### config.mk
export PLATFORM = sky130hd
export DESIGN_NAME = sequential_multiplier_flat
export DESIGN_NICKNAME = d
export VERILOG_FILES = /design/src/rtl/multiplier_pkg.sv /design/src/rtl/sequential_multiplier_if.sv /design/src/rtl/multiplier_datapath.sv /design/src/rtl/sequential_multiplier.sv /design/src/flat_wrapper.sv
export SDC_FILE = /design/constraint.sdc
export NUM_CORES = 1
export LEC_CHECK = 0
export ABC_AREA = 0
export ABC_CLOCK_PERIOD_IN_PS = 4500
export CAP_MARGIN = 20
export CORE_ASPECT_RATIO = 1.5
export CORE_UTILIZATION = 54
export CTS_CLUSTER_DIAMETER = 80
export DETAILED_ROUTE_END_ITERATION = 6
export PLACE_DENSITY = 0.86
export SYNTH_ARGS = -nofsm -noshare
export SYNTH_HDL_FRONTEND = slang
export SYNTH_HIERARCHICAL = 1
export SYNTH_SLANG_ARGS = --single-unit
### constraint.sdc
create_clock -name clock -period 4.5 [get_ports clock]
set_clock_uncertainty 0.15 [all_clocks]
set_input_delay 0.45 -clock clock [delete_from_list [all_inputs] [get_ports clock]]
set_output_delay 0.45 -clock clock [all_outputs]
set_load 0.03 [all_outputs]
### src/rtl/multiplier_pkg.sv
// Shared types and constants for the shift-and-add sequential multiplier.
package multiplier_pkg;

  typedef enum logic [1:0] {
    IDLE = 2'd0,
    CALC = 2'd1,
    DONE = 2'd2
  } mult_state_t;

  localparam int MULT_N = 8;

endpackage

### src/rtl/sequential_multiplier_if.sv
// Host-side handshake and operand/result bundle of the sequential multiplier.
interface sequential_multiplier_if #(
  parameter int N = multiplier_pkg::MULT_N
);

  logic             start;
  logic [N-1:0]     Min;
  logic [N-1:0]     Qin;
  logic             ready;
  logic [2*N-1:0]   AQ;

  modport master (
    output start,
    output Min,
    output Qin,
    input  ready,
    input  AQ
  );

  modport slave (
    input  start,
    input  Min,
    input  Qin,
    output ready,
    output AQ
  );

endinterface

### src/rtl/multiplier_datapath.sv
// M/A/C/Q register file with the conditional add and the combined right shift.
module multiplier_datapath
  import multiplier_pkg::*;
#(
  parameter int N = MULT_N
) (
  input  logic             clock,
  input  logic             n_rst,
  input  logic             load,
  input  logic             step,
  input  logic [N-1:0]     min,
  input  logic [N-1:0]     qin,
  output logic [2*N-1:0]   aq
);

  logic [N-1:0] m_r;
  logic [N-1:0] a_r;
  logic [N-1:0] q_r;
  logic         c_r;
  logic [N:0]   sum_s;

  // Partial-product add at N+1 bits; C is always clear here, so the sum never overflows.
  always_comb begin
    sum_s = {c_r, a_r};
    if (q_r[0]) begin
      sum_s = {c_r, a_r} + {1'b0, m_r};
    end else begin
      sum_s = {c_r, a_r};
    end
  end

  // Operand load and one shift-and-add step per cycle.
  always_ff @(posedge clock or negedge n_rst) begin
    if (!n_rst) begin
      m_r <= {N{1'b0}};
      a_r <= {N{1'b0}};
      q_r <= {N{1'b0}};
      c_r <= 1'b0;
    end else if (load) begin
      m_r <= min;
      a_r <= {N{1'b0}};
      q_r <= qin;
      c_r <= 1'b0;
    end else if (step) begin
      {c_r, a_r, q_r} <= {1'b0, sum_s, q_r[N-1:1]};
    end
  end

  assign aq = {a_r, q_r};

endmodule

### src/rtl/sequential_multiplier.sv
// Top level: handshake FSM and step counter around the multiplier datapath.
module sequential_multiplier
  import multiplier_pkg::*;
#(
  parameter int N = MULT_N
) (
  input  logic                    clock,
  input  logic                    n_rst,
  sequential_multiplier_if.slave  bus
);

  localparam int             CW         = $clog2(N + 1);
  localparam logic [CW-1:0]  LAST_COUNT = CW'(N - 1);

  mult_state_t     state_r;
  mult_state_t     state_next_s;
  logic [CW-1:0]   count_r;
  logic [CW-1:0]   count_next_s;
  logic            ready_r;
  logic            load_s;
  logic            step_s;
  logic [2*N-1:0]  aq_s;

  // Next-state, counter and datapath control decode.
  always_comb begin
    state_next_s = state_r;
    count_next_s = count_r;
    load_s       = 1'b0;
    step_s       = 1'b0;
    case (state_r)
      IDLE: begin
        if (bus.start) begin
          load_s       = 1'b1;
          count_next_s = {CW{1'b0}};
          state_next_s = CALC;
        end else begin
          state_next_s = IDLE;
        end
      end
      CALC: begin
        step_s       = 1'b1;
        count_next_s = count_r + CW'(1);
        // The step that takes the counter to N is the last one.
        if (count_r == LAST_COUNT) begin
          state_next_s = DONE;
        end else begin
          state_next_s = CALC;
        end
      end
      DONE: begin
        if (bus.start) begin
          state_next_s = DONE;
        end else begin
          state_next_s = IDLE;
        end
      end
      default: begin
        state_next_s = IDLE;
      end
    endcase
  end

  // State, counter and registered ready flag.
  always_ff @(posedge clock or negedge n_rst) begin
    if (!n_rst) begin
      state_r <= IDLE;
      count_r <= {CW{1'b0}};
      ready_r <= 1'b0;
    end else begin
      state_r <= state_next_s;
      count_r <= count_next_s;
      ready_r <= (state_next_s == DONE);
    end
  end

  multiplier_datapath #(
    .N (N)
  ) u_datapath (
    .clock (clock),
    .n_rst (n_rst),
    .load  (load_s),
    .step  (step_s),
    .min   (bus.Min),
    .qin   (bus.Qin),
    .aq    (aq_s)
  );

  assign bus.ready = ready_r;
  assign bus.AQ    = aq_s;

endmodule

### src/flat_wrapper.sv
// flat-port wrapper written by rule: the top's interface ports become plain ports
module sequential_multiplier_flat import multiplier_pkg::*;
#(
  parameter int N = MULT_N
)
  (clock, n_rst, bus_start, bus_Min, bus_Qin, bus_ready, bus_AQ);
  sequential_multiplier_if #(.N(N)) bus_i ();
  input  logic clock;
  input  logic n_rst;
  input wire logic [$bits(bus_i.start)-1:0] bus_start;
  input wire logic [$bits(bus_i.Min)-1:0] bus_Min;
  input wire logic [$bits(bus_i.Qin)-1:0] bus_Qin;
  output wire logic [$bits(bus_i.ready)-1:0] bus_ready;
  output wire logic [$bits(bus_i.AQ)-1:0] bus_AQ;
  assign bus_i.start = bus_start;
  assign bus_i.Min = bus_Min;
  assign bus_i.Qin = bus_Qin;
  assign bus_ready = bus_i.ready;
  assign bus_AQ = bus_i.AQ;
  sequential_multiplier #(.N(N)) u_core (.clock(clock), .n_rst(n_rst), .bus(bus_i));
endmodule
* Word-level counts from Yosys, hierarchy flattened
Cells that the tools add are included.
Cells by class: $add $sub $neg 2, equal/unequal tests 5, mux-type cells 16, reduce and logical (&&, ||, !) cells 4
Operator list (count):
- $mux W8 | 4
- $add A9 B8 Y9 | 1
- $mux W9 | 1
- $pmux W4 S2 | 1
- $mux W1 | 6
- $pmux W2 S3 | 1
- $add A4 B1 Y4 const B | 1
- $eq A2 B2 Y1 const B | 2
- $eq A4 B3 Y1 const B | 1
- $mux W2 | 2
- $mux W4 | 1
- $reduce_bool A2 Y1 | 2
- $eq A2 B1 Y1 const B | 1
- $logic_not A2 Y1 | 1
- $ne A2 B2 Y1 const B | 1
- $reduce_and A2 Y1 | 1
Storage, ports and cells: register bits after elaboration 32, bits of input ports 19, output and inout bits 17, logic and storage cells 34

* Longest topological paths before layout
Gate-level depths: netlist of run 1.
depth after elaboration 4, depth in mapped cells 8, gate-level depth less buffers 8

* By module
The synthesis of run 1 kept the hierarchy.
By module, submodules not included:
- multiplier_datapath | times used 1, cells an instance 135, area each 1383.8 µm², seq. area each 600.6 µm²
- sequential_multiplier | times used 1, cells an instance 28, area each 320.3 µm², seq. area each 175.2 µm²

* Worst setup path before layout of run 1
No wires, ideal clock.
kind register to register, from register u_core.u_datapath.a_r[0], to register u_core.u_datapath.a_r[5], setup time 120 ps, arrival time 1846 ps, path slack 2384 ps, cell stages (with the launch flop) 9, buffers on the path 0, cell sequence dfrtp_1 ha_1 inv_1 fa_1 nor2b_4 o31a_1 o21a_2 mux2i_1 nor2_1
On the way: cells in the longest elaborated chain, start to end 4
RTL lines:
- from (decl) | RTL line multiplier_datapath.sv:17 | logic [N-1:0] a_r;
- from (signal assigned) | RTL line multiplier_datapath.sv:36 | a_r <= {N{1'b0}};
- from (signal assigned) | RTL line multiplier_datapath.sv:41 | a_r <= {N{1'b0}};
- from (signal assigned) | RTL line multiplier_datapath.sv:45 | {c_r, a_r, q_r} <= {1'b0, sum_s, q_r[N-1:1]};
- $add A9 B8 Y9 | RTL line multiplier_datapath.sv:26 | sum_s = {c_r, a_r} + {1'b0, m_r};
- $mux W9 | RTL line multiplier_datapath.sv:25 | if (q_r[0]) begin
- $mux W8 | RTL line multiplier_datapath.sv:44 | end else if (step) begin
- $mux W8 | RTL line multiplier_datapath.sv:39 | end else if (load) begin
Every way passes these cells. The select of a mux whose other input is x is not followed. A chain may end at the register's enable or synchronous reset.

* Worst setup path after layout of run 1
from register u_core.u_datapath.q_r[0], to output port bus_AQ[0]
RTL lines:
- from (decl) | RTL line multiplier_datapath.sv:18 | logic [N-1:0] q_r;
- from (signal assigned) | RTL line multiplier_datapath.sv:37 | q_r <= {N{1'b0}};
- from (signal assigned) | RTL line multiplier_datapath.sv:42 | q_r <= qin;
- from (signal assigned) | RTL line multiplier_datapath.sv:45
- to (decl) | RTL line flat_wrapper.sv:14 | output wire logic [$bits(bus_i.AQ)-1:0] bus_AQ;
No word-level cell between the ends.

==> metrics.json, run 1 <==
{
  "outcome": "finished clean",
  "gp_congestion": 0.772,
  "finalHoldViolCount": 0,
  "post_drt_wl_per_cell_um": 16.0,
  "totalNegativeSetupSlack_ns": 0,
  "synth.net_count": 192,
  "synth.ff_latch_count": 31,
  "die_width_um": 47.9,
  "synth_async_sr_flop_share_pct": 100,
  "num-nets-final": 229,
  "worst_skew_pair.late_latency_ns": 0.29,
  "timing_worst_slew_pin_value_ns": 0.440,
  "worst_ir_drop_vdd_mv": 0.634,
  "drv_slew": 0,
  "detailedRoute.firstIterationViolations": 28,
  "dieHeight_um": 70.8,
  "synth_top_flop_cell": "sky130_fd_sc_hd__dfrtp_1",
  "end_kind": "output pin",
  "critical-path-slowest-cell": "sky130_fd_sc_hd__clkdlybuf4s50_1",
  "drt_antenna_net_count": 0,
  "detail_route.wirelength_mm": 3.85,
  "route.detailed.vias_per_inst": 5.72,
  "number_of_enable_flip_flop_cells_after_synthesis": 0,
  "synth.cell_area_um2": 1700,
  "placement.setup.worst_slack_ns": 2.39,
  "grt_pass1_wl_mm": 6.55,
  "effective_utilization_at_floorplan_pct": 57.9,
  "cts.root.buffer_cell": "sky130_fd_sc_hd__clkbuf_8",
  "clkSlewWorstSetupHoldPaths_ns": 0.07,
  "synthesis.yosys.warnings": 6,
  "crit_fanout": 12,
  "post-route-worst-setup-slack_ns": 2.24,
  "n_antenna_cell": 0,
  "worst_slew_margin_rel_pct": 70.7,
  "cts.sink_count": 31,
  "vias_in_the_first_global_route": 1502,
  "grt_max_degree": 37,
  "total_number_of_placement_rows": 24,
  "all_layer_global_routing_usage_pct": 27.0,
  "tritoncts_clock_tree": "built",
  "synth.lib_cells_used.distinct": 39,
  "route.detailed.drc": 0,
  "detailedRoute.firstPassIterationCount": 5,
  "crit_chain": "clkdlybuf4s50_1",
  "cts_resized": 0,
  "layout_stage_area_growth_over_the_synthesis_result_pct": 29.5,
  "cp.arrival_ns": 1.66,
  "total_leakage_power_nw": 0.968,
  "worstPathBufferInverterCount": 1,
  "layout_commonest_cell": "sky130_fd_sc_hd__clkdlybuf4s50_1",
  "cts-htree-levels": 2,
  "io_pins": 36,
  "cts-buffers-inserted": 5,
  "detailroute.via_count": 1372,
  "critical_path_class": "reg2out",
  "drive_above_1_share_pct": 13.4,
  "fmax_mhz": 442,
  "hold_slack_ns": 0.367,
  "holdBufCountCts": 0,
  "core_um2": 2940,
  "max-cap-violations": 0,
  "crit_family": "buffers and inverters",
  "critical_path.startpoint_type": "register",
  "synthesis.area_per_instance_um2": 10.5,
  "io_buffers": 35,
  "antenna_violations_before_repair": 0,
  "cp_slowest_stage_delay_ns": 0.77,
  "detailed_place_hpwl_mm": 2.75,
  "max-clock-path-buffers": 2,
  "die_area_um2": 3390,
  "final_cell_mix": "sky130_fd_sc_hd__clkdlybuf4s50_1, sky130_fd_sc_hd__dfrtp_1, sky130_fd_sc_hd__nand2_1",
  "timing.final.crit_period_ns": 2.26,
  "yosysSeqAreaShare_pct": 45.5,
  "class_of_the_tightest_hold_or_removal_check": "reg2reg",
  "grt_overflow": 0,
  "finalSetupViolCount": 0,
  "crit_required_ns": 3.90,
  "cts_post_setup_buffers_inserted": 0,
  "powerDensity_nw_per_um2": 847,
  "rsz0062_at_grt": "false",
  "timing.final.crit_share_pct": 50.3,
  "synth_cells": 163
}
Yosys cell counts (2+ instances only):
cell	number	area, um2
sky130_fd_sc_hd__ha_1	9	113
sky130_fd_sc_hd__inv_1	6	22.5
sky130_fd_sc_hd__nand3b_1	2	15.0
sky130_fd_sc_hd__nor2_1	12	45.0
sky130_fd_sc_hd__a22o_1	2	17.5
sky130_fd_sc_hd__o32ai_1	2	17.5
sky130_fd_sc_hd__xnor2_1	2	17.5
sky130_fd_sc_hd__dfrtp_1	31	776
sky130_fd_sc_hd__nand2_1	19	71.3
sky130_fd_sc_hd__o21ai_0	12	60.1
sky130_fd_sc_hd__clkbuf_1	3	11.3
sky130_fd_sc_hd__mux2i_1	11	110
sky130_fd_sc_hd__xor2_1	2	17.5
sky130_fd_sc_hd__mux2_2	9	101
sky130_fd_sc_hd__a21oi_1	8	40.0
sky130_fd_sc_hd__a31oi_1	4	25.0
sky130_fd_sc_hd__a211oi_1	5	37.5
sky130_fd_sc_hd__buf_2	3	15.0
layer usage:
metal | part of all wire [%] | track usage (%) | vias to the layer above | wire [um]
met5 | 0 | 0 | - | 0
met4 | 2.4 | 12.0 | 0 | 91
met3 | 3.2 | 8.42 | 10 | 124
met2 | 55 | 44.6 | 33 | 2130
met1 | 39 | 30.4 | 675 | 1510
li1 | - | - | 654 | -
per-stage QoR:
stage	total power, mW	instances	utilization [%]	cell area [um2]
after floorplan	1.27	163	-	1700
after global placement	1.52	232	71.0	2090
after detailed placement	1.58	232	71.0	2090
after CTS	1.88	240	75.0	2210
after global routing	2.01	240	75.0	2210
final	1.87	240	75.0	2210
where the power goes:
group,total [mW],switching (mW),internal [mW]
Combinational,1.04,0.563,0.481
Clock,0.282,0.103,0.179
Sequential,0.543,0.127,0.415
sequential cells by signal, summed over array words and instances (netlist names):
name                   cells
u_core/u_datapath/a_r      8
u_core/u_datapath/m_r      8
u_core/u_datapath/q_r      8
u_core/count_r             4
u_core/state_r             2
u_core/bus.ready           1
final timing paths:
kind                                                from                  endpoint  slack, ns  depth (start not counted)
worst max-delay path            u_core/u_datapath/q_r[0]                 bus_AQ[0]       2.24                          1
worst min-delay path            u_core/u_datapath/m_r[0]  u_core/u_datapath/m_r[0]       0.37                          1
worst max register to register  u_core/u_datapath/a_r[0]  u_core/u_datapath/a_r[3]       2.41                          8
worst min register to register  u_core/u_datapath/m_r[0]  u_core/u_datapath/m_r[0]       0.37                          1
max in group asynchronous                          n_rst  u_core/u_datapath/q_r[2]       3.50                          2
min in group asynchronous                          n_rst  u_core/u_datapath/m_r[2]       0.40                          2
kinds of logic (layout without fill, tap and decap cells):
family          after synthesis  in the layout  share of synthesized area [%]
compound gates               42             42                           16.3
xor+xnor                      4              4                           2.06
flops                        31             31                           45.5
mux                          21             21                           13.3
simple gates                 41             41                           11.5
buf+inv                      14             52                           3.60
fa+ha+maj                    10             10                           7.78
layout make-up:
type / instances / area, um2
Timing Repair Buffer: 37 / 365
Tap cell: 39 / 48.8
Multi-Input combinational cell: 118 / 872
Clock buffer: 6 / 82.6
Clock inverter: 2 / 35.0
Inverter: 7 / 27.5
Fill cell: 215 / 736
Sequential cell: 31 / 776
No activity file was read; power rests on OpenSTA's default activity.
==> run 2, diff against run 1 <==
--- a/config.mk
+++ b/config.mk
@@ -6,13 +6,13 @@
 export NUM_CORES = 1
 export LEC_CHECK = 0
 export ABC_AREA = 0
-export ABC_CLOCK_PERIOD_IN_PS = 4500
+export ABC_CLOCK_PERIOD_IN_PS = 2200
 export CAP_MARGIN = 20
 export CORE_ASPECT_RATIO = 1.5
-export CORE_UTILIZATION = 54
+export CORE_UTILIZATION = 50
 export CTS_CLUSTER_DIAMETER = 80
 export DETAILED_ROUTE_END_ITERATION = 6
-export PLACE_DENSITY = 0.86
+export PLACE_DENSITY = 0.81
 export SYNTH_ARGS = -nofsm -noshare
 export SYNTH_HDL_FRONTEND = slang
 export SYNTH_HIERARCHICAL = 1
==> constraint.sdc (replaced) <==
create_clock -name clock -period 2.2 [get_ports clock]
set_clock_uncertainty 0.15 [all_clocks]
set_input_delay 0.22 -clock clock [delete_from_list [all_inputs] [get_ports clock]]
set_output_delay 0.22 -clock clock [all_outputs]
set_load 0.03 [all_outputs]
==> run 2 against run 1 <==
Against the previous run: global-route usage shrank 3.9 points; utilization shrank 5.8 points; clock power grew 59%; flip-flop and latch count is the same; hold slack lost 0.18 ns; register-to-register slack lost 2.2 ns; setup slack lost 2.0 ns; combinational power grew 110%.
==> metrics.json, run 2 (same netlist as run 1, synthesis figures left out) <==
{
  "post_drt_wl_per_cell": {"value": 15.3, "unit": "um", "change": "-4.8%"},
  "critical-path-slowest-cell": "sky130_fd_sc_hd__dfrtp_1",
  "finalHoldViolCount": {"value": 0, "change": "unchanged"},
  "detailedRoute.firstIterationViolations": {"value": 24, "change": "-14%"},
  "timing_worst_slew_pin_value": {"value": 0.392, "unit": "ns", "change": "-0.0476 ns"},
  "antenna_violations_before_repair": {"value": 0, "change": "unchanged"},
  "critical_path_class": "reg2reg",
  "outcome": "finished clean",
  "regToRegSetupSlack": {"value": 0.20, "unit": "ns", "change": "-2.21 ns"},
  "n_antenna_cell": {"value": 0, "change": "unchanged"},
  "core": {"value": 3190, "unit": "um2", "change": "+8.4%"},
  "num-nets-final": {"value": 231, "change": "+0.87%"},
  "cts-buffers-inserted": {"value": 5, "change": "unchanged"},
  "fill_cells": {"value": 256, "change": "+19%"},
  "cts_post_setup_buffers_inserted": {"value": 0, "change": "unchanged"},
  "detailed_place_hpwl": {"value": 2.59, "unit": "mm", "change": "-6.0%"},
  "vias_in_the_first_global_route": {"value": 1432, "change": "-4.7%"},
  "grt_overflow": {"value": 0, "change": "unchanged"},
  "worst_slew_margin_rel": {"value": 73.9, "unit": "%", "change": "+3.2 points"},
  "critical_path.startpoint_type": "register",
  "effective_utilization_at_floorplan": {"value": 53.4, "unit": "%", "change": "-4.5 points"},
  "crit_required": {"value": 2.22, "unit": "ns", "change": "-1.68 ns"},
  "total_leakage_power": {"value": 0.966, "unit": "nW", "change": "-0.22%"},
  "cp_slowest_stage_delay": {"value": 0.41, "unit": "ns", "change": "-0.36 ns"},
  "class_of_the_tightest_hold_or_removal_check": "in2async",
  "fmax_mhz": 499,
  "all_layer_global_routing_usage": {"value": 23.1, "unit": "%", "change": "-3.9 points"},
  "layout.area.seq": {"value": 776, "unit": "um2", "change": "unchanged"},
  "timing.final.crit_share_pct": 91.0,
  "timing.final.crit_period_ns": 2.00,
  "worstPathBufferInverterCount": {"value": 1, "change": "unchanged"},
  "placed_cells": {"value": 235, "change": "+1.3%"},
  "total_number_of_placement_rows": {"value": 25, "change": "+4.2%"},
  "placed_cell_area": {"value": 2120, "unit": "um2", "change": "+1.4%"},
  "detail_route.wirelength": {"value": 3.70, "unit": "mm", "change": "-4.0%"},
  "layout_top_registers": "u_core/u_datapath/a_r: 8 flops, u_core/u_datapath/m_r: 8 flops, u_core/u_datapath/q_r: 8 flops",
  "max-cap-violations": {"value": 0, "change": "unchanged"},
  "layout_commonest_cell": "sky130_fd_sc_hd__clkdlybuf4s50_1",
  "final_cell_mix": "sky130_fd_sc_hd__clkdlybuf4s50_1, sky130_fd_sc_hd__dfrtp_1, sky130_fd_sc_hd__nand2_1",
  "io_buffers": {"value": 35, "change": "unchanged"},
  "grt_pass1_wl": {"value": 6.35, "unit": "mm", "change": "-3.1%"},
  "cp.arrival": {"value": 2.02, "unit": "ns", "change": "+0.36 ns"},
  "crit_chain": "ha_1 -> inv_1 -> fa_2 -> nor2b_4 -> o31a_1 -> o21a_2 -> o2111ai_2 -> a21oi_1",
  "worst_skew_pair.late_latency": {"value": 0.28, "unit": "ns", "change": "about the same"},
  "io_pins": {"value": 36, "change": "unchanged"},
  "die_area": {"value": 3650, "unit": "um2", "change": "+7.7%"},
  "instances_no_fill": {"value": 242, "change": "+0.83%"},
  "totalNegativeSetupSlack": {"value": 0, "unit": "ns", "change": "unchanged"},
  "cts.root.buffer_cell": "sky130_fd_sc_hd__clkbuf_8",
  "max-clock-path-buffers": {"value": 2, "change": "unchanged"},
  "crit_fanout": {"value": 4, "change": "-8"},
  "route.detailed.vias_per_inst": {"value": 5.65, "change": "-1.1%"},
  "grt_max_degree": {"value": 37, "change": "unchanged"},
  "cts.sink_count": {"value": 31, "change": "unchanged"},
  "cts-htree-levels": {"value": 2, "change": "unchanged"},
  "holdBufCountCts": {"value": 0, "change": "unchanged"},
  "tritoncts_clock_tree": "built",
  "die_width": {"value": 49.7, "unit": "um", "change": "+3.8%"},
  "clkSlewWorstSetupHoldPaths": {"value": 0.06, "unit": "ns", "change": "about the same"},
  "detailedRoute.firstPassIterationCount": {"value": 4, "change": "-1"},
  "route.detailed.drc": {"value": 0, "change": "unchanged"},
  "rsz0062_at_grt": "false",
  "end_kind": "register",
  "powerDensity": {"value": 1690, "unit": "nW/um2", "change": "+99%"},
  "crit_family": "compound AO/OA/AOI/OAI gates",
  "layout_stage_area_growth_over_the_synthesis_result": {"value": 29.6, "unit": "%", "change": "about the same"},
  "drive_above_1_share": {"value": 14.4, "unit": "%", "change": "+0.92 points"},
  "finalSetupViolCount": {"value": 0, "change": "unchanged"},
  "area_of_the_multi_input_gates": {"value": 875, "unit": "um2", "change": "+0.29%"},
  "drv_slew": {"value": 0, "change": "unchanged"},
  "dieHeight": {"value": 73.5, "unit": "um", "change": "+3.8%"},
  "drt_antenna_net_count": {"value": 0, "change": "unchanged"},
  "detailroute.via_count": {"value": 1368, "change": "-0.29%"},
  "design_area": {"value": 2210, "unit": "um2", "change": "about the same"},
  "gp_congestion": {"value": 0.754, "change": "-2.3%"},
  "worst_ir_drop_vdd": {"value": 1.11, "unit": "mV", "change": "+76%"}
}
[run 2: cell types whose count changed in the layout (fill, tap and decap cells not counted), sizes merged]
cell,previous run,this run
buf,2,4
bufinv,1,0
[run 2: area by class of cell]
class / count / area share, %
Sequential cell: 31 / 35.1
Multi-Input combinational cell: 118 / 39.6
Inverter: 7 / 1.25
Timing Repair Buffer: 39 / 17.8
Clock inverter: 1 / 0.227
Clock buffer: 6 / 3.74
Tap cell: 40 / 2.27
[run 2: timing repair]
action	4_1_cts	5_1_grt
setup endpoints to repair	0	2
endpoints found under the hold margin	0	0
gates resized for setup	0	1
[run 2: worst paths after layout]
path / from / end / cells after the start
worst max-delay path: u_core/u_datapath/a_r[0] / u_core/u_datapath/a_r[7] / 8
worst min-delay path: n_rst / u_core/count_r[2] / 2
worst max register to register: u_core/u_datapath/a_r[0] / u_core/u_datapath/a_r[7] / 8
worst min register to register: u_core/u_datapath/m_r[5] / u_core/u_datapath/m_r[5] / 1
max in group asynchronous: n_rst / u_core/u_datapath/m_r[4] / 2
min in group clock: bus_Qin[6] / u_core/u_datapath/q_r[6] / 3
[run 2: power by group]
group          internal, mW  switching, mW
clock network         0.245          0.202
logic                  1.02           1.17
registers             0.850          0.245
total                  2.11           1.61
[run 2: layer usage]
layer  part of all wire, %  global-route usage (%)
met1                    42                    25.8
met2                    54                    42.0
met3                   3.5                    5.38
met4                  0.51                    8.89
met5                     0                       0
[run 2: stage by stage]
stage                     total power [mW]  hold WS, ns  util, %  worst slack, ns
after global routing                  3.99        0.215     69.2           0.0630
after global placement                3.16        0.349     66.4            0.246
after CTS                             3.73        0.194     69.1            0.144
final                                 3.73        0.182     69.2            0.198
after floorplan                       2.60       -0.226        -           0.0842
after detailed placement              3.25        0.360     66.4            0.149
==> run 3, diff against run 2 <==
--- a/config.mk
+++ b/config.mk
@@ -9,11 +9,10 @@
 export ABC_CLOCK_PERIOD_IN_PS = 2200
 export CAP_MARGIN = 20
 export CORE_ASPECT_RATIO = 1.5
-export CORE_UTILIZATION = 50
+export CORE_UTILIZATION = 51
 export CTS_CLUSTER_DIAMETER = 80
 export DETAILED_ROUTE_END_ITERATION = 6
 export PLACE_DENSITY = 0.81
 export SYNTH_ARGS = -nofsm -noshare
 export SYNTH_HDL_FRONTEND = slang
-export SYNTH_HIERARCHICAL = 1
 export SYNTH_SLANG_ARGS = --single-unit
==> run 3 against run 2 <==
Against the previous run: via count increased by 5.9%; clock power increased by 9.2%; count of clock-buffer cells in the layout increased by 2; critical path depth unchanged; setup slack got worse by 0.088 ns; highest routed layer unchanged; largest power group unchanged.
==> metrics.json, run 3 <==
{
  "outcome": "finished clean",
  "synth_top_flop_cell": "sky130_fd_sc_hd__dfrtp_1",
  "crit_start": "u_core.u_datapath.a_r[0]",
  "worst_skew_pair.late_latency": {"value": 0.29, "unit": "ns", "change": "about the same"},
  "synthesis.area_per_instance": {"value": 10.4, "unit": "um2", "change": "-0.10%"},
  "route.detailed.vias_per_inst": {"value": 5.82, "change": "+2.9%"},
  "powerDensity": {"value": 1540, "unit": "nW/um2", "change": "-8.9%"},
  "antenna_violations_before_repair": {"value": 0, "change": "unchanged"},
  "num-nets-final": {"value": 237, "change": "+2.6%"},
  "layout_commonest_cell": "sky130_fd_sc_hd__clkdlybuf4s50_1",
  "critical-path-slowest-cell": "sky130_fd_sc_hd__dfrtp_1",
  "grt_max_degree": {"value": 32, "change": "-14%"},
  "detailedRoute.firstPassIterationCount": {"value": 4, "change": "unchanged"},
  "synthDominantCellAreaShare": {"value": 43.7, "unit": "%", "change": "-1.8 points"},
  "class_of_the_tightest_hold_or_removal_check": "in2async",
  "tritoncts_clock_tree": "built",
  "synthesis.yosys.warnings": {"value": 0, "change": "-6"},
  "all_layer_global_routing_usage": {"value": 23.4, "unit": "%", "change": "+0.29 points"},
  "end_kind": "register",
  "detail_route.wirelength": {"value": 3.81, "unit": "mm", "change": "+3.2%"},
  "die_area": {"value": 3730, "unit": "um2", "change": "+2.1%"},
  "cts.root.buffer_cell": "sky130_fd_sc_hd__clkbuf_8",
  "drt_antenna_net_count": {"value": 0, "change": "unchanged"},
  "crit_required": {"value": 2.28, "unit": "ns", "change": "+0.06 ns"},
  "timing.final.crit_share": {"value": 95.0, "unit": "%", "change": "+4.0 points"},
  "crit_chain": "ha_1 -> inv_1 -> fa_2 -> nor2b_4 -> o31ai_1 -> a21oi_1 -> mux2_2 -> nand2_1",
  "instances_no_fill": {"value": 249, "change": "+2.9%"},
  "total_power": {"value": 3.45, "unit": "mW", "change": "-7.5%"},
  "number_of_enable_flip_flop_cells_after_synthesis": {"value": 0, "change": "unchanged"},
  "core": {"value": 3220, "unit": "um2", "change": "+0.98%"},
  "critical_path_class": "reg2reg",
  "placed_cell_area": {"value": 2140, "unit": "um2", "change": "+1.0%"},
  "synth.net_count": {"value": 199, "change": "+3.6%"},
  "clkSlewWorstSetupHoldPaths": {"value": 0.06, "unit": "ns", "change": "about the same"},
  "detailed_place_hpwl": {"value": 2.81, "unit": "mm", "change": "+8.6%"},
  "synth_top_cells_by_area": "sky130_fd_sc_hd__dfrtp_1, sky130_fd_sc_hd__ha_1, sky130_fd_sc_hd__o21ai_0",
  "die_width": {"value": 50.2, "unit": "um", "change": "+1.0%"},
  "cp_slowest_stage_delay": {"value": 0.38, "unit": "ns", "change": "-0.03 ns"},
  "gp_congestion": {"value": 0.896, "change": "+19%"},
  "n_antenna_cell": {"value": 0, "change": "unchanged"},
  "synth.most_common_cell": "sky130_fd_sc_hd__dfrtp_1",
  "worst_ir_drop_vdd": {"value": 1.01, "unit": "mV", "change": "-9.2%"},
  "layout_top_registers": "u_core.u_datapath.a_r: 8 flops, u_core.u_datapath.m_r: 8 flops, u_core.u_datapath.q_r: 8 flops",
  "max-cap-violations": {"value": 0, "change": "unchanged"},
  "detailedRoute.firstIterationViolations": {"value": 46, "change": "+92%"},
  "cts-buffers-inserted": {"value": 5, "change": "unchanged"},
  "cts.sink_count": {"value": 31, "change": "unchanged"},
  "dieHeight": {"value": 74.3, "unit": "um", "change": "+1.0%"},
  "post_drt_wl_per_cell": {"value": 15.3, "unit": "um", "change": "+0.27%"},
  "cts-htree-levels": {"value": 2, "change": "unchanged"},
  "synth.cells.most_frequent": "sky130_fd_sc_hd__dfrtp_1, sky130_fd_sc_hd__o21ai_0, sky130_fd_sc_hd__a21oi_1",
  "finalHoldViolCount": {"value": 0, "change": "unchanged"},
  "route.detailed.drc": {"value": 0, "change": "unchanged"},
  "grt_pass1_wl": {"value": 6.34, "unit": "mm", "change": "-0.11%"},
  "effective_utilization_at_floorplan": {"value": 55.1, "unit": "%", "change": "+1.7 points"},
  "synth_cells": {"value": 170, "change": "+4.3%"},
  "fmax": {"value": 478, "unit": "MHz", "change": "-4.2%"},
  "fill_cells": {"value": 246, "change": "-3.9%"},
  "final_cell_mix": "sky130_fd_sc_hd__clkdlybuf4s50_1, sky130_fd_sc_hd__dfrtp_1, sky130_fd_sc_hd__o21ai_0",
  "synthDominantAreaCellType": "sky130_fd_sc_hd__dfrtp_1",
  "total_leakage_power": {"value": 0.997, "unit": "nW", "change": "+3.2%"},
  "cts_post_setup_buffers_inserted": {"value": 0, "change": "unchanged"},
  "holdBufCountCts": {"value": 0, "change": "unchanged"},
  "crit-reg2reg-launch": "u_core.u_datapath.a_r[0]",
  "finalSetupViolCount": {"value": 0, "change": "unchanged"},
  "timing.final.crit_period": {"value": 2.09, "unit": "ns", "change": "+0.0876 ns"},
  "design_area": {"value": 2240, "unit": "um2", "change": "+1.5%"},
  "timing_worst_slew_pin_value": {"value": 0.423, "unit": "ns", "change": "+0.0305 ns"},
  "max-clock-path-buffers": {"value": 2, "change": "unchanged"},
  "vias_in_the_first_global_route": {"value": 1422, "change": "-0.70%"},
  "yosysSeqAreaShare": {"value": 43.7, "unit": "%", "change": "-1.8 points"},
  "synth.ff_latch_count": {"value": 31, "change": "unchanged"},
  "totalNegativeSetupSlack": {"value": 0, "unit": "ns", "change": "unchanged"},
  "io_buffers": {"value": 35, "change": "unchanged"},
  "detailroute.via_count": {"value": 1449, "change": "+5.9%"},
  "io_pins": {"value": 36, "change": "unchanged"},
  "grt_overflow": {"value": 0, "change": "unchanged"},
  "synth.cell_area": {"value": 1780, "unit": "um2", "change": "+4.2%"},
  "critical_path.startpoint_type": "register",
  "cp.arrival": {"value": 2.17, "unit": "ns", "change": "+0.15 ns"},
  "synth.lib_cells_used.distinct": {"value": 38, "change": "-2.6%"},
  "drv_slew": {"value": 0, "change": "unchanged"},
  "crit_fanout": {"value": 4, "change": "unchanged"},
  "synth_async_sr_flop_share": {"value": 100, "unit": "%", "change": "unchanged"},
  "total_number_of_placement_rows": {"value": 25, "change": "unchanged"},
  "layout_stage_area_growth_over_the_synthesis_result_pct": 26.3,
  "drive_above_1_share": {"value": 13.4, "unit": "%", "change": "-0.96 points"},
  "worst_slew_margin_rel": {"value": 71.8, "unit": "%", "change": "-2.0 points"},
  "placed_cells": {"value": 241, "change": "+2.6%"},
  "rsz0062_at_grt": "false"
}
[run 3: power breakdown]
part / internal [mW] / switching [mW]
clock network: 0.285 / 0.203
logic: 0.879 / 0.991
registers: 0.828 / 0.261
total: 1.99 / 1.46
[run 3: repair_timing]
item	CTS	global route
resized for setup	0	1
endpoints found under the setup margin	0	1
endpoints found under the hold margin	0	0
[run 3: worst paths after layout]
path / to / slack (ns) / cells after the start
max: u_core.u_datapath.a_r[5] / 0.11 / 8
min: u_core.u_datapath.q_r[6] / 0.17 / 2
max reg2reg: u_core.u_datapath.a_r[5] / 0.11 / 8
min reg2reg: u_core.count_r[2] / 0.36 / 1
max in group asynchronous: u_core.u_datapath.a_r[5] / 1.44 / 2
min in group clock: u_core.u_datapath.m_r[1] / 0.34 / 3
[run 3: cell families (layout without fill, tap and decap cells)]
| family | count (synthesis) | after routing | share of synthesized area (%) |
|---|---|---|---|
| compound gates | 57 | 57 | 20.4 |
| xor+xnor | 1 | 1 | 0.493 |
| fa+ha+maj | 10 | 10 | 7.47 |
| buf+inv | 15 | 54 | 5.85 |
| flops | 31 | 31 | 43.7 |
| mux | 10 | 10 | 7.05 |
| simple gates | 46 | 46 | 15.0 |
[run 3: cell type report]
type                            count  area (um2)  share of cell area, %
Multi-Input combinational cell    124         898                   40.1
Timing Repair Buffer               42         403                   18.0
Tap cell                           40        50.0                   2.23
Sequential cell                    31         776                   34.6
Inverter                            4        15.0                  0.670
Clock buffer                        8         100                   4.46
[run 3: per-stage QoR]
step	worst slack, ns	hold WS [ns]	util (%)
after global routing	0.0456	0.209	69.6
after detailed placement	0.100	0.353	66.4
final	0.110	0.171	69.6
after floorplan	0.0260	-0.226	-
after CTS	0.0803	0.179	69.5
after global placement	0.169	0.340	66.4
[run 3: worst max-delay path: cells and delay by family (launching register included)]
family | cells | cell delay [ns]
fa+ha+maj | 2 | 0.54
flops | 1 | 0.38
mux | 1 | 0.36
compound gates | 2 | 0.34
simple gates | 2 | 0.18
buf+inv | 1 | 0.06
[run 3: routing by layer]
| layer | up-vias | global-route usage [%] | routed length [um] |
|---|---|---|---|
| met3 | 4 | 6.95 | 219 |
| met4 | 0 | 14.3 | 80 |
| met2 | 56 | 41.3 | 1960 |
| met5 | - | 0 | 0 |
| li1 | 695 | - | - |
| met1 | 694 | 24.2 | 1550 |
